===== config.mk =====
export PLATFORM = sky130hd
export DESIGN_NAME = branch_pred_ctrl
export DESIGN_NICKNAME = d
export VERILOG_FILES = /design/src/rtl/branch_pred_ctrl.sv
export SDC_FILE = /design/constraint.sdc
export NUM_CORES = 1
export LEC_CHECK = 0
export ABC_CLOCK_PERIOD_IN_PS = 3200
export CORE_UTILIZATION = 43
export DETAILED_ROUTE_END_ITERATION = 8
export HOLD_SLACK_MARGIN = 0.06
export MAX_ROUTING_LAYER = met4
export PLACE_DENSITY = 0.76
export SYNTH_ARGS = -nofsm -noshare
export SYNTH_HDL_FRONTEND = slang
export SYNTH_SLANG_ARGS = --single-unit

===== constraint.sdc =====
create_clock -name clk -period 3.2 [get_ports clk]
set_input_delay 0.32 -clock clk [delete_from_list [all_inputs] [get_ports clk]]
set_output_delay 0.32 -clock clk [all_outputs]
set_load 0.01 [all_outputs]

===== src/rtl/branch_pred_ctrl.sv =====
// branch_pred_ctrl: branch direction prediction and EX-stage branch resolution.
//   A 2-bit saturating-counter BHT supplies the IF prediction. EX-stage
//   conditional branches are resolved from the comparator flags and func3.
//   A mispredict raises a registered one-cycle redirect/flush and the EX
//   instruction of the following cycle is treated as wrong-path.
// Ports:
//   clk, rst            clock, synchronous active-high reset
//   if_pc               fetch PC used for the BHT lookup
//   if_pred_taken       combinational prediction (counter MSB)
//   ex_*                EX-stage instruction info and carried prediction
//   br_eq/br_lt/br_ltu  comparator flags for rs1/rs2
//   redirect/flush      registered one-cycle refetch pulse
//   redirect_pc         correct next PC, valid while redirect=1
// Optional: define BR_PERF_CNT_EN to add perf_br_cnt / perf_mispred_cnt.
module branch_pred_ctrl #(
    parameter int unsigned IDX_W    = 4,
    parameter logic [1:0]  CTR_INIT = 2'b01
) (
    input  logic        clk,
    input  logic        rst,
    input  logic [31:0] if_pc,
    output logic        if_pred_taken,
    input  logic        ex_valid,
    input  logic        ex_stall,
    input  logic        ex_is_branch,
    input  logic [2:0]  ex_func3,
    input  logic [31:0] ex_pc,
    input  logic [31:0] ex_target,
    input  logic        ex_pred_taken,
    input  logic        br_eq,
    input  logic        br_lt,
    input  logic        br_ltu,
`ifdef BR_PERF_CNT_EN
    output logic [31:0] perf_br_cnt,
    output logic [31:0] perf_mispred_cnt,
`endif
    output logic        redirect,
    output logic [31:0] redirect_pc,
    output logic        flush
);

    localparam int unsigned DEPTH = 1 << IDX_W;

    typedef enum logic {
        ST_RUN,
        ST_SHADOW
    } state_t;

    state_t            r_state;
    state_t            w_state_nxt;
    logic [1:0]        r_bht [DEPTH];
    logic              r_redirect;
    logic [31:0]       r_redirect_pc;

    logic [IDX_W-1:0]  w_if_idx;
    logic [IDX_W-1:0]  w_ex_idx;
    logic              w_taken;
    logic              w_f3_ok;
    logic              w_resolve;
    logic              w_count;
    logic              w_mispred;
    logic [31:0]       w_correct_pc;

    assign w_if_idx      = if_pc[IDX_W+1:2];
    assign w_ex_idx      = ex_pc[IDX_W+1:2];
    assign if_pred_taken = r_bht[w_if_idx][1];

    // Branch outcome from func3 and comparator flags
    always_comb begin
        w_taken = 1'b0;
        w_f3_ok = 1'b1;
        case (ex_func3)
            3'b000:  w_taken = br_eq;
            3'b001:  w_taken = !br_eq;
            3'b100:  w_taken = br_lt;
            3'b101:  w_taken = !br_lt;
            3'b110:  w_taken = br_ltu;
            3'b111:  w_taken = !br_ltu;
            default: w_f3_ok = 1'b0;
        endcase
    end

    // Resolves are ignored in SHADOW: the EX instruction there is wrong-path
    assign w_resolve    = (r_state == ST_RUN) && ex_valid && !ex_stall && ex_is_branch;
    assign w_count      = w_resolve && w_f3_ok;
    assign w_mispred    = w_count && (w_taken != ex_pred_taken);
    assign w_correct_pc = w_taken ? ex_target : (ex_pc + 32'd4);

    // State register
    always_ff @(posedge clk) begin
        if (rst) r_state <= ST_RUN;
        else     r_state <= w_state_nxt;
    end

    // Next-state logic; SHADOW always lasts exactly one cycle
    always_comb begin
        w_state_nxt = r_state;
        case (r_state)
            ST_RUN:    if (w_mispred) w_state_nxt = ST_SHADOW;
            ST_SHADOW: w_state_nxt = ST_RUN;
            default:   w_state_nxt = ST_RUN;
        endcase
    end

    // Registered redirect pulse and target
    always_ff @(posedge clk) begin
        if (rst) begin
            r_redirect    <= 1'b0;
            r_redirect_pc <= 32'd0;
        end else begin
            r_redirect <= w_mispred;
            if (w_mispred) r_redirect_pc <= w_correct_pc;
        end
    end

    assign redirect    = r_redirect;
    assign flush       = r_redirect;
    assign redirect_pc = r_redirect_pc;

    // BHT: saturating 2-bit counters, written on the resolving edge
    always_ff @(posedge clk) begin
        if (rst) begin
            for (int unsigned i = 0; i < DEPTH; i++) r_bht[IDX_W'(i)] <= CTR_INIT;
        end else if (w_count) begin
            if (w_taken && (r_bht[w_ex_idx] != 2'b11))
                r_bht[w_ex_idx] <= r_bht[w_ex_idx] + 2'd1;
            else if (!w_taken && (r_bht[w_ex_idx] != 2'b00))
                r_bht[w_ex_idx] <= r_bht[w_ex_idx] - 2'd1;
        end
    end

`ifdef BR_PERF_CNT_EN
    logic [31:0] r_br_cnt;
    logic [31:0] r_mispred_cnt;

    // Performance counters, wrap naturally at 2^32
    always_ff @(posedge clk) begin
        if (rst) begin
            r_br_cnt      <= 32'd0;
            r_mispred_cnt <= 32'd0;
        end else begin
            if (w_count)   r_br_cnt      <= r_br_cnt + 32'd1;
            if (w_mispred) r_mispred_cnt <= r_mispred_cnt + 32'd1;
        end
    end

    assign perf_br_cnt      = r_br_cnt;
    assign perf_mispred_cnt = r_mispred_cnt;
`endif

endmodule

==> results of run 1 <==
==> synth_stat cells (11+ instances only) <==
cell	number	area share (%)
edfxtp_1	32	23
nor3_1	16	1.9
nor2_1	23	2.1
o211ai_1	12	2.2
clkbuf_1	22	2.0
xnor2_1	20	4.3
nand2b_1	14	2.1
nand3_1	35	4.3
o21ai_1	11	1.3
dfxtp_1	34	17
a21oi_1	20	2.4
nand2_1	54	4.9
==> worst max-delay path: cells and delay by family <==
family	cells	cell delay (ns)
buf+inv	2	1.13
mux	2	1.03
==> through the flow <==
step | setup WS [ns] | cells | total power, mW | cell area (sq um) | hold slack [ns]
final | 0.398 | 683 | 1.97 | 5660 | 0.460
after global routing | 0.322 | 683 | 2.06 | 5660 | 0.465
after CTS | 0.381 | 683 | 1.98 | 5660 | 0.459
after detailed placement | 0.106 | 668 | 1.38 | 5500 | 0.447
after global placement | 0.166 | 668 | 1.37 | 5500 | 0.438
after floorplan | 0.858 | 435 | 1.16 | 4110 | 0.476
==> flip-flops by register name, indices dropped and copies added, names as in the netlist <==
register	count
redirect_pc	32
r_state	1
r_bht	32
flush	1
==> metal layers <==
layer / wire length (microns) / up-vias / global-route usage, % / share of wire (%)
met3: 831 / 30 / 4.85 / 7.1
met5: 0 / - / - / 0
met1: 4980 / 1872 / 32.0 / 42
met4: 344 / 0 / 11.3 / 2.9
met2: 5570 / 190 / 38.5 / 47
li1: - / 1842 / - / -
==> placed cells by master (no fill, tap or decap), types with 12 or more instances in the layout <==
cell type and n:
a21oi_1 19, buf_4 17, clkdlybuf4s50_1 114, dfxtp_1 34
edfxtp_1 32, nand2_1 54, nand2b_1 14, nand3_1 35
nor2_1 23, nor3_1 16, o211ai_1 12, xnor2_1 20
==> area by class of cell <==
cell class,instances,area (sq um)
Clock buffer,12,145
Clock inverter,3,16.3
Fill cell,774,3580
Inverter,8,31.3
Multi-Input combinational cell,329,2290
Sequential cell,66,1640
Tap cell,129,161
Timing Repair Buffer,136,1370
==> cell families (layout without fill, tap and decap cells) <==
| logic type | Yosys count | count (layout) | synth area share [%] |
|---|---|---|---|
| AOI/OAI and AO/OA | 89 | 89 | 14.4 |
| muxes | 19 | 19 | 9.14 |
| xor gates and xnor gates | 30 | 30 | 6.40 |
| adders and majority gates | 4 | 4 | 1.22 |
| buffers and inverters | 40 | 159 | 4.60 |
| and+or+nand+nor | 187 | 187 | 24.2 |
| DFF | 66 | 66 | 40.0 |
==> report_power, final <==
| group | switching, mW | internal (mW) | total, mW |
|---|---|---|---|
| clock | 0.314 | 0.296 | 0.611 |
| sequential | 0.0120 | 0.904 | 0.916 |
| combinational | 0.225 | 0.222 | 0.447 |
| total | 0.551 | 1.42 | 1.97 |
==> worst max path at each step <==
stage / to / startpoint / cells after the start
final: if_pred_taken / if_pc[2] / 4
after detailed placement: r_bht[8][0]$_SDFFCE_PN1P_ / ex_pc[3] / 9
after floorplan: r_bht[0][0]$_SDFFCE_PN1P_ / ex_pc[3] / 8
after global routing: if_pred_taken / if_pc[2] / 4
after CTS: if_pred_taken / if_pc[2] / 4
after global placement: r_bht[8][1]$_SDFFCE_PN0P_ / ex_pc[3] / 9
==> metrics, run 1 <==
min-delay src redirect_pc[10]$_SDFFE_PP0P_; # hold bufs at CTS 0; CTS root buf clkbuf_8; type of the most critical hold path reg -> reg; Area Overhead vs Synth 37.7%; Worst slew margin 51.3%; CTS tree done; DR vias/cell 5.76; ANT cells 0; worst IR drop on VDD 0.169 mV; FMAX 357 MHz; worst hold path endpoint redirect_pc[10]$_SDFFE_PP0P_; die area 9950 sq um; Iteration-0 DRC Markers 288; crit path kind in -> out; final setup skew 0.0122 ns; async set or reset register ratio after synthesis 0%; clk buf depth 2; Final setup viols 0; ordered cell list for the critical path clkdlybuf4s50_1 -> mux4_2 -> mux4_2 -> clkdlybuf4s50_1; Setup TNS Final 0 ns; Mapped Avg Cell Area 9.44 sq um; Max FO, Critical Path 4; min cycle time layout 2.80 ns; nets 662; FP Rows 35; first-pass GRT wire length 18700 microns; Mapped Area 4110 sq um; r2r endpoint r_bht[9][1]$_SDFFCE_PN0P_; Finished Core Util 61.2%; sequential area share after synthesis 40.0%; Post-DP HPWL 8510 microns; Worst Path Arrival 2.48 ns; largest net degree at the start of global routing 40; Reg2Reg Depth 7; DRC viols 0; core area 9240 sq um; Worst setup EP type output pin; Mapped Cells 435; status finished, final reports clean; fin crit share 87.6%; initial antenna violation count 0; Initial Util 44.5%; Power Dens Cells 349 nW/um^2; post-synthesis register bit count 66; number of clock sinks 66; PortBufs 114; Vert. Die Dim 99.7 microns; WL/cell 17.2 microns; static power due to leakage 1.80 nW; cts repair resizes 0; chip width 99.7 microns; Routed Antenna Nets 0; GP Congestion 0.890; vias 3934; final hold violations 0; Critical Path Max Stage Delay 0.65 ns; Critical Path RT 2.88 ns; Hold Path Cell Cnt 2; number of global-route vias before repair 3908; Routed Wire Length 11700 microns; overall global routing resource usage 25.0%; First-pass DRT Iterations 5; max-cap viol count 0; Worst R2R Setup Slack 0.76 ns; post-CTS setup buffers 0; grt total ovfl 0; Final Max Tran Viols 0; RSZ-0062 raised after global routing false; Syn Nets 547; layout cells sized above 1 12.8%; Num CTS Buffers 9; main flop type after synthesis dfxtp_1; Crit Reg-Reg Startpoint r_bht[2][1]$_SDFFCE_PN0P_; H-tree Lvls 3; type of origin of the critical path input port; Clk pin slew, worst setup/hold paths 0.08 ns; Slowest-stage cell, CP clkdlybuf4s50_1; library cells used by synthesis 61; Yosys Warn Count 0; Clk Latency, worst-skew pair 0.35 ns; Top Ports 143; worst slew pin tran 0.730 ns; number of synthesized flops with an enable pin 32
Note: power is estimated with default switching activity, not from simulation.
==> run 2, diff against run 1 <==
--- a/config.mk
+++ b/config.mk
@@ -6,11 +6,11 @@
 export NUM_CORES = 1
 export LEC_CHECK = 0
 export ABC_CLOCK_PERIOD_IN_PS = 3200
-export CORE_UTILIZATION = 43
+export CORE_UTILIZATION = 40
 export DETAILED_ROUTE_END_ITERATION = 8
 export HOLD_SLACK_MARGIN = 0.06
 export MAX_ROUTING_LAYER = met4
-export PLACE_DENSITY = 0.76
+export PLACE_DENSITY = 0.71
 export SYNTH_ARGS = -nofsm -noshare
 export SYNTH_HDL_FRONTEND = slang
 export SYNTH_SLANG_ARGS = --single-unit
==> run 2 against run 1 <==
  * Flip-flop and latch count stayed put
  * Sequential power hardly changed
  * Highest routed layer unchanged
  * Critical path type is now in -> reg
  * Final cell count is 0.73% higher
  * Clock power is 13% higher
  * Final area is 0.29% higher
  * Fmax is 0.14% lower
==> metrics, run 2 (synthesis results as in run 1) <==
commonest non-fill, non-tap cell in the layout clkdlybuf4s50_1; Power Dens Cells 361 nW/um^2 (+3.3%); FMAX 356 MHz (-0.14%); DR vias/cell 5.60 (-2.7%); CTS tree done; layout cells sized above 1 13.2% (+0.34 points); Final Max Tran Viols 0 (unchanged); Top Ports 143 (unchanged); WHS 0.452 ns (-0.00752 ns); GP Congestion 0.895 (+0.60%); # hold bufs at CTS 0 (unchanged); largest net degree at the start of global routing 41 (+2.5%); First-pass DRT Iterations 5 (unchanged); Sw Ratio 27.2% (-0.70 points); Num CTS Buffers 9 (unchanged); first-pass GRT wire length 17700 microns (-5.3%); Net Sw Power 557 uW (+1.1%); DRC viols 0 (unchanged); initial antenna violation count 0 (unchanged); Critical Path Max Stage Delay 0.59 ns (-0.06 ns); overall power 2.05 mW (+3.6%); Worst R2R Setup Slack 0.73 ns (-0.03 ns); Clk pin slew, worst setup/hold paths 0.07 ns (about the same); ANT cells 0 (unchanged); Logic pwr share 21.6% (-1.1 points); CP delay by family, top multiplexers; FP Rows 36 (+2.9%); overall global routing resource usage 22.8% (-2.3 points); Post-DP HPWL 8630 microns (+1.4%); post-CTS setup buffers 0 (unchanged); RSZ-0062 raised after global routing false; most frequent cells in the layout clkdlybuf4s50_1 (114), nand2_1 (54), nand3_1 (35); fin crit share 87.7% (+0.13 points); WL/cell 17.0 microns (-1.3%); CP Launch Point ex_pc[3]; Clk Latency, worst-skew pair 0.34 ns (about the same); type of the most critical hold path reg -> reg; Slowest-stage cell, CP mux4_1; worst IR drop on VDD 0.275 mV (+62%); Final setup viols 0 (unchanged); H-tree Lvls 3 (unchanged); Vert. Die Dim 103 microns (+3.6%); vias 3854 (-2.0%); final setup skew 0.0126 ns (+0.000381 ns); r2r endpoint r_bht[7][1]$_SDFFCE_PN0P_; Routed Antenna Nets 0 (unchanged); min cycle time layout 2.81 ns (+0.00405 ns); Reg power frac 44.8% (-1.6 points); core area 9860 sq um (+6.8%); PortBufs 114 (unchanged); Worst Path Arrival 2.87 ns (+0.39 ns); Internal Power 1.49 mW (+4.6%); number of global-route vias before repair 3680 (-5.8%); static power due to leakage 1.81 nW (+0.37%); Placed Instance Area 5480 sq um (-0.23%); ordered cell list for the critical path clkdlybuf4s50_1 -> buf_4 -> mux4_1 -> mux4_2 -> clkinv_2 -> nand2_1 -> a22oi_2 -> buf_12 -> o21ai_0; Worst setup EP type flip-flop; Clock Power Share 33.6% (+2.7 points); CP Depth 9 (+5); die area 10700 sq um (+7.3%); worst slew pin tran 0.568 ns (-0.162 ns); max-cap viol count 0 (unchanged); Routed Wire Length 11700 microns (-0.54%); Max FO, Critical Path 16 (+12); grt total ovfl 0 (unchanged); worst setup path end r_bht[7][1]$_SDFFCE_PN0P_; CTS root buf clkbuf_8; Area Overhead vs Synth 38.1%; Setup TNS Final 0 ns (unchanged); Iteration-0 DRC Markers 228 (-21%); clk buf depth 2 (unchanged); Reg2Reg Depth 7 (unchanged); number of clock sinks 66 (unchanged); Critical Path RT 3.26 ns (+0.38 ns); Buf/Inv on CP 4 (+2); Crit Reg-Reg Startpoint r_bht[4][0]$_SDFFCE_PN1P_; status finished, final reports clean; fill cell count 845 (+9.2%); Initial Util 41.6% (-2.8 points); final hold violations 0 (unchanged); chip width 103 microns (+3.6%); type of origin of the critical path input port; cts repair resizes 0 (unchanged); crit path kind in -> reg; nets 663 (+0.15%); cell area after layout 5670 sq um (+0.29%); Worst slew margin 62.1% (+11 points)
## run 2: cell type report
type	count	area (sq um)	share of cell area (%)
Sequential cell	66	1640	28.9
Timing Repair Buffer	137	1350	23.8
Tap cell	133	166	2.93
Clock buffer	13	180	3.18
Clock inverter	2	10.0	0.176
Multi-Input combinational cell	329	2290	40.4
Inverter	8	31.3	0.551
## run 2: worst min-delay path: stages, from the launching register on
cell	delay (ns)
dfxtp_1	0.31
nand2_1	0.05
a21oi_1	0.05
## run 2: how the worst min path moves through the flow
stage / depth (start not counted) / end / from
final: 2 / redirect_pc[4]$_SDFFE_PP0P_ / redirect_pc[4]$_SDFFE_PP0P_
after global placement: 2 / redirect_pc[4]$_SDFFE_PP0P_ / redirect_pc[4]$_SDFFE_PP0P_
after detailed placement: 2 / redirect_pc[4]$_SDFFE_PP0P_ / redirect_pc[4]$_SDFFE_PP0P_
after floorplan: 2 / redirect_pc[20]$_SDFFE_PP0P_ / redirect_pc[20]$_SDFFE_PP0P_
after CTS: 2 / redirect_pc[4]$_SDFFE_PP0P_ / redirect_pc[4]$_SDFFE_PP0P_
after global routing: 2 / redirect_pc[4]$_SDFFE_PP0P_ / redirect_pc[4]$_SDFFE_PP0P_
## run 2: per-layer routing
metal / wire length [microns] / track usage, % / vias to the layer above
met4: 207 / 8.56 / 0
met5: 0 / - / -
li1: - / - / 1852
met1: 5230 / 29.6 / 1854
met3: 562 / 3.63 / 14
met2: 5670 / 35.8 / 134
## run 2: metrics by stage
step,cells,utilization (%),setup WS [ns]
after floorplan,435,-,0.858
after global placement,673,55.6,0.170
after detailed placement,673,55.6,0.0727
after CTS,688,57.5,0.393
after global routing,688,57.5,0.280
final,688,57.5,0.394
## run 2: power groups by stage
stage,Clock [mW],Sequential (mW),Combinational (mW)
after floorplan,0,0.938,0.217
after global placement,0,0.934,0.433
after detailed placement,0,0.935,0.440
after CTS,0.702,0.916,0.443
after global routing,0.737,0.919,0.476
final,0.688,0.916,0.442
==> run 3, diff against run 2 <==
--- a/config.mk
+++ b/config.mk
@@ -8,6 +8,8 @@
 export ABC_CLOCK_PERIOD_IN_PS = 3200
 export CORE_UTILIZATION = 40
 export DETAILED_ROUTE_END_ITERATION = 8
+export GPL_ROUTABILITY_DRIVEN = 0
+export GPL_TIMING_DRIVEN = 0
 export HOLD_SLACK_MARGIN = 0.06
 export MAX_ROUTING_LAYER = met4
 export PLACE_DENSITY = 0.71
==> run 3 against run 2 <==
  * First-iteration DRC count is 17% higher
  * Worst hold slack worse by 0.0020 ns
  * Sequential power hardly changed
  * Setup slack worse by 0.23 ns
  * Fmax is 7.6% lower
  * Die area stayed put
  * Flip-flop and latch count stayed put
  * Via count is 4.4% higher
  * Combinational power is 0.9% higher
  * Register-to-register slack worse by 0.13 ns
  * Clock-buffer cell count is 2 lower
  * Critical endpoint is now redirect_pc[18]$_SDFFE_PP0P_
==> metrics, run 3 (synthesis results as in run 1) <==
H-tree Lvls 3 (unchanged); type of the most critical hold path reg -> reg; overall power 2.08 mW (+1.6%); overall global routing resource usage 25.5% (+2.7 points); Top Ports 143 (unchanged); Placement Setup Slack -0.307 ns (-0.380 ns); Power Dens Cells 369 nW/um^2 (+2.4%); Initial Util 41.6% (unchanged); Routed Antenna Nets 0 (unchanged); DR vias/cell 5.74 (+2.4%); Final Max Tran Viols 0 (unchanged); Vert. Die Dim 103 microns (unchanged); fin crit share 94.9% (+7.2 points); # hold bufs at CTS 0 (unchanged); Post-DP HPWL 9600 microns (+11%); Clk pin slew, worst setup/hold paths 0.08 ns (about the same); Max FO, Critical Path 9 (-7); CTS tree done; First-pass DRT Iterations 5 (unchanged); Routed Wire Length 13000 microns (+11%); die area 10700 sq um (unchanged); CTS root buf clkbuf_8; static power due to leakage 1.77 nW (-2.1%); grt total ovfl 0 (unchanged); RSZ-0062 raised after global routing true; Register Area 1640 sq um (unchanged); M1 GR Usage 34.2% (+4.6 points); number of global-route vias before repair 3841 (+4.4%); commonest non-fill, non-tap cell in the layout clkdlybuf4s50_1; layout cells sized above 1 10.9% (-2.2 points); vias 4022 (+4.4%); chip width 103 microns (unchanged); number of clock sinks 66 (unchanged); Critical Path RT 3.50 ns (+0.24 ns); status finished, final reports clean; worst IR drop on VDD 0.227 mV (-17%); Num CTS Buffers 9 (unchanged); WHS 0.450 ns (-0.00201 ns); core area 9860 sq um (unchanged); Iteration-0 DRC Markers 267 (+17%); fill cell count 862 (+2.0%); Clk Latency, worst-skew pair 0.36 ns (+0.02 ns); DRC viols 0 (unchanged); final hold violations 0 (unchanged); type of origin of the critical path input port; M2 GR Usage 38.9% (+3.1 points); final worst slack 0.163 ns (-0.231 ns); WL/cell 18.5 microns (+9.0%); FP Rows 36 (unchanged); Worst setup EP type flip-flop; crit path kind in -> reg; GR met3 Demand/Resource 3.76% (+0.13 points); Final setup viols 0 (unchanged); Setup TNS Final 0 ns (unchanged); clk buf depth 2 (unchanged); area occupied by multi-input gates 2280 sq um (-0.44%); first-pass GRT wire length 19400 microns (+9.6%); nets 675 (+1.8%); Worst Path Arrival 3.33 ns (+0.46 ns); ANT cells 0 (unchanged); largest net degree at the start of global routing 12 (-71%); initial antenna violation count 0 (unchanged); FMAX 329 MHz (-7.6%); worst slew pin tran 0.842 ns (+0.274 ns); min cycle time layout 3.04 ns (+0.231 ns); most frequent cells in the layout clkdlybuf4s50_1 (113), nand2_1 (54), nand3_1 (35); max-cap viol count 0 (unchanged); Area Overhead vs Synth 37.0%; Worst slew margin 43.8% (-18 points); final setup skew 0.0110 ns (-0.00155 ns); PortBufs 113 (-0.88%); GR peak layer met2
==> run 3: changes by cell type in the layout (fill, tap and decap cells not counted), moves of 2 or more <==
cell / before / now
buf_4: 20 / 6
buf_6: 0 / 2
buf_12: 3 / 0
clkbuf_8: 11 / 9
buf_1: 0 / 2
inv_4: 0 / 2
clkbuf_1: 1 / 23
buf_2: 0 / 3
==> run 3: power breakdown <==
part           switching, mW  internal [mW]  total, mW  leakage [nW]
Clock                  0.348          0.368      0.716         0.101
Combinational          0.236          0.210      0.446          1.11
Sequential            0.0126          0.904      0.917         0.552
Total                  0.597           1.48       2.08          1.77
==> run 3: cell type report <==
class / count / area share [%]
timing repair buffer: 117 / 20.6
clock inverter: 5 / 0.934
sequential: 66 / 29.2
tap: 133 / 2.96
multi-input combinational: 329 / 40.6
clock buffer: 11 / 2.40
inverter: 8 / 0.556
buffer: 32 / 2.80
==> run 3: per-stage QoR <==
step	util [%]	instance area [sq um]	std cells
3_3_place_gp	54.8	5410	681
5_1_grt	57.1	5630	701
2_1_floorplan	-	4110	435
3_5_place_dp	54.8	5410	681
4_1_cts	56.7	5590	697
6_report	57.1	5630	701
==> run 3: critical path: stages <==
cell and delay (ns):
clkdlybuf4s50_1 0.67, ha_1 0.21, clkbuf_1 0.38, nand4_1 0.41, nor3_2 0.49, nand2_1 0.12, xor2_1 0.16, a2111oi_0 0.42
a31o_2 0.16
==> run 3: repair_timing <==
action,4_1_cts,5_1_grt
buffers inserted,0,4
resized for setup,0,1
setup endpoints to repair,0,27
==> run 3: worst paths after layout <==
kind | depth (start not counted) | slack (ns) | start | end
min | 2 | 0.45 | redirect_pc[6]$_SDFFE_PP0P_ | redirect_pc[6]$_SDFFE_PP0P_
max reg2reg | 7 | 0.60 | r_state$_SDFF_PP0_ | redirect_pc[22]$_SDFFE_PP0P_
min reg2reg | 2 | 0.45 | redirect_pc[6]$_SDFFE_PP0P_ | redirect_pc[6]$_SDFFE_PP0P_
max | 9 | 0.16 | ex_pc[3] | redirect_pc[18]$_SDFFE_PP0P_
==> run 3: per-layer routing <==
layer,part of all wire (%),up-vias
met3,7.6,24
met5,0,-
met2,47,185
met4,2.0,0
li1,-,1875
met1,43,1938
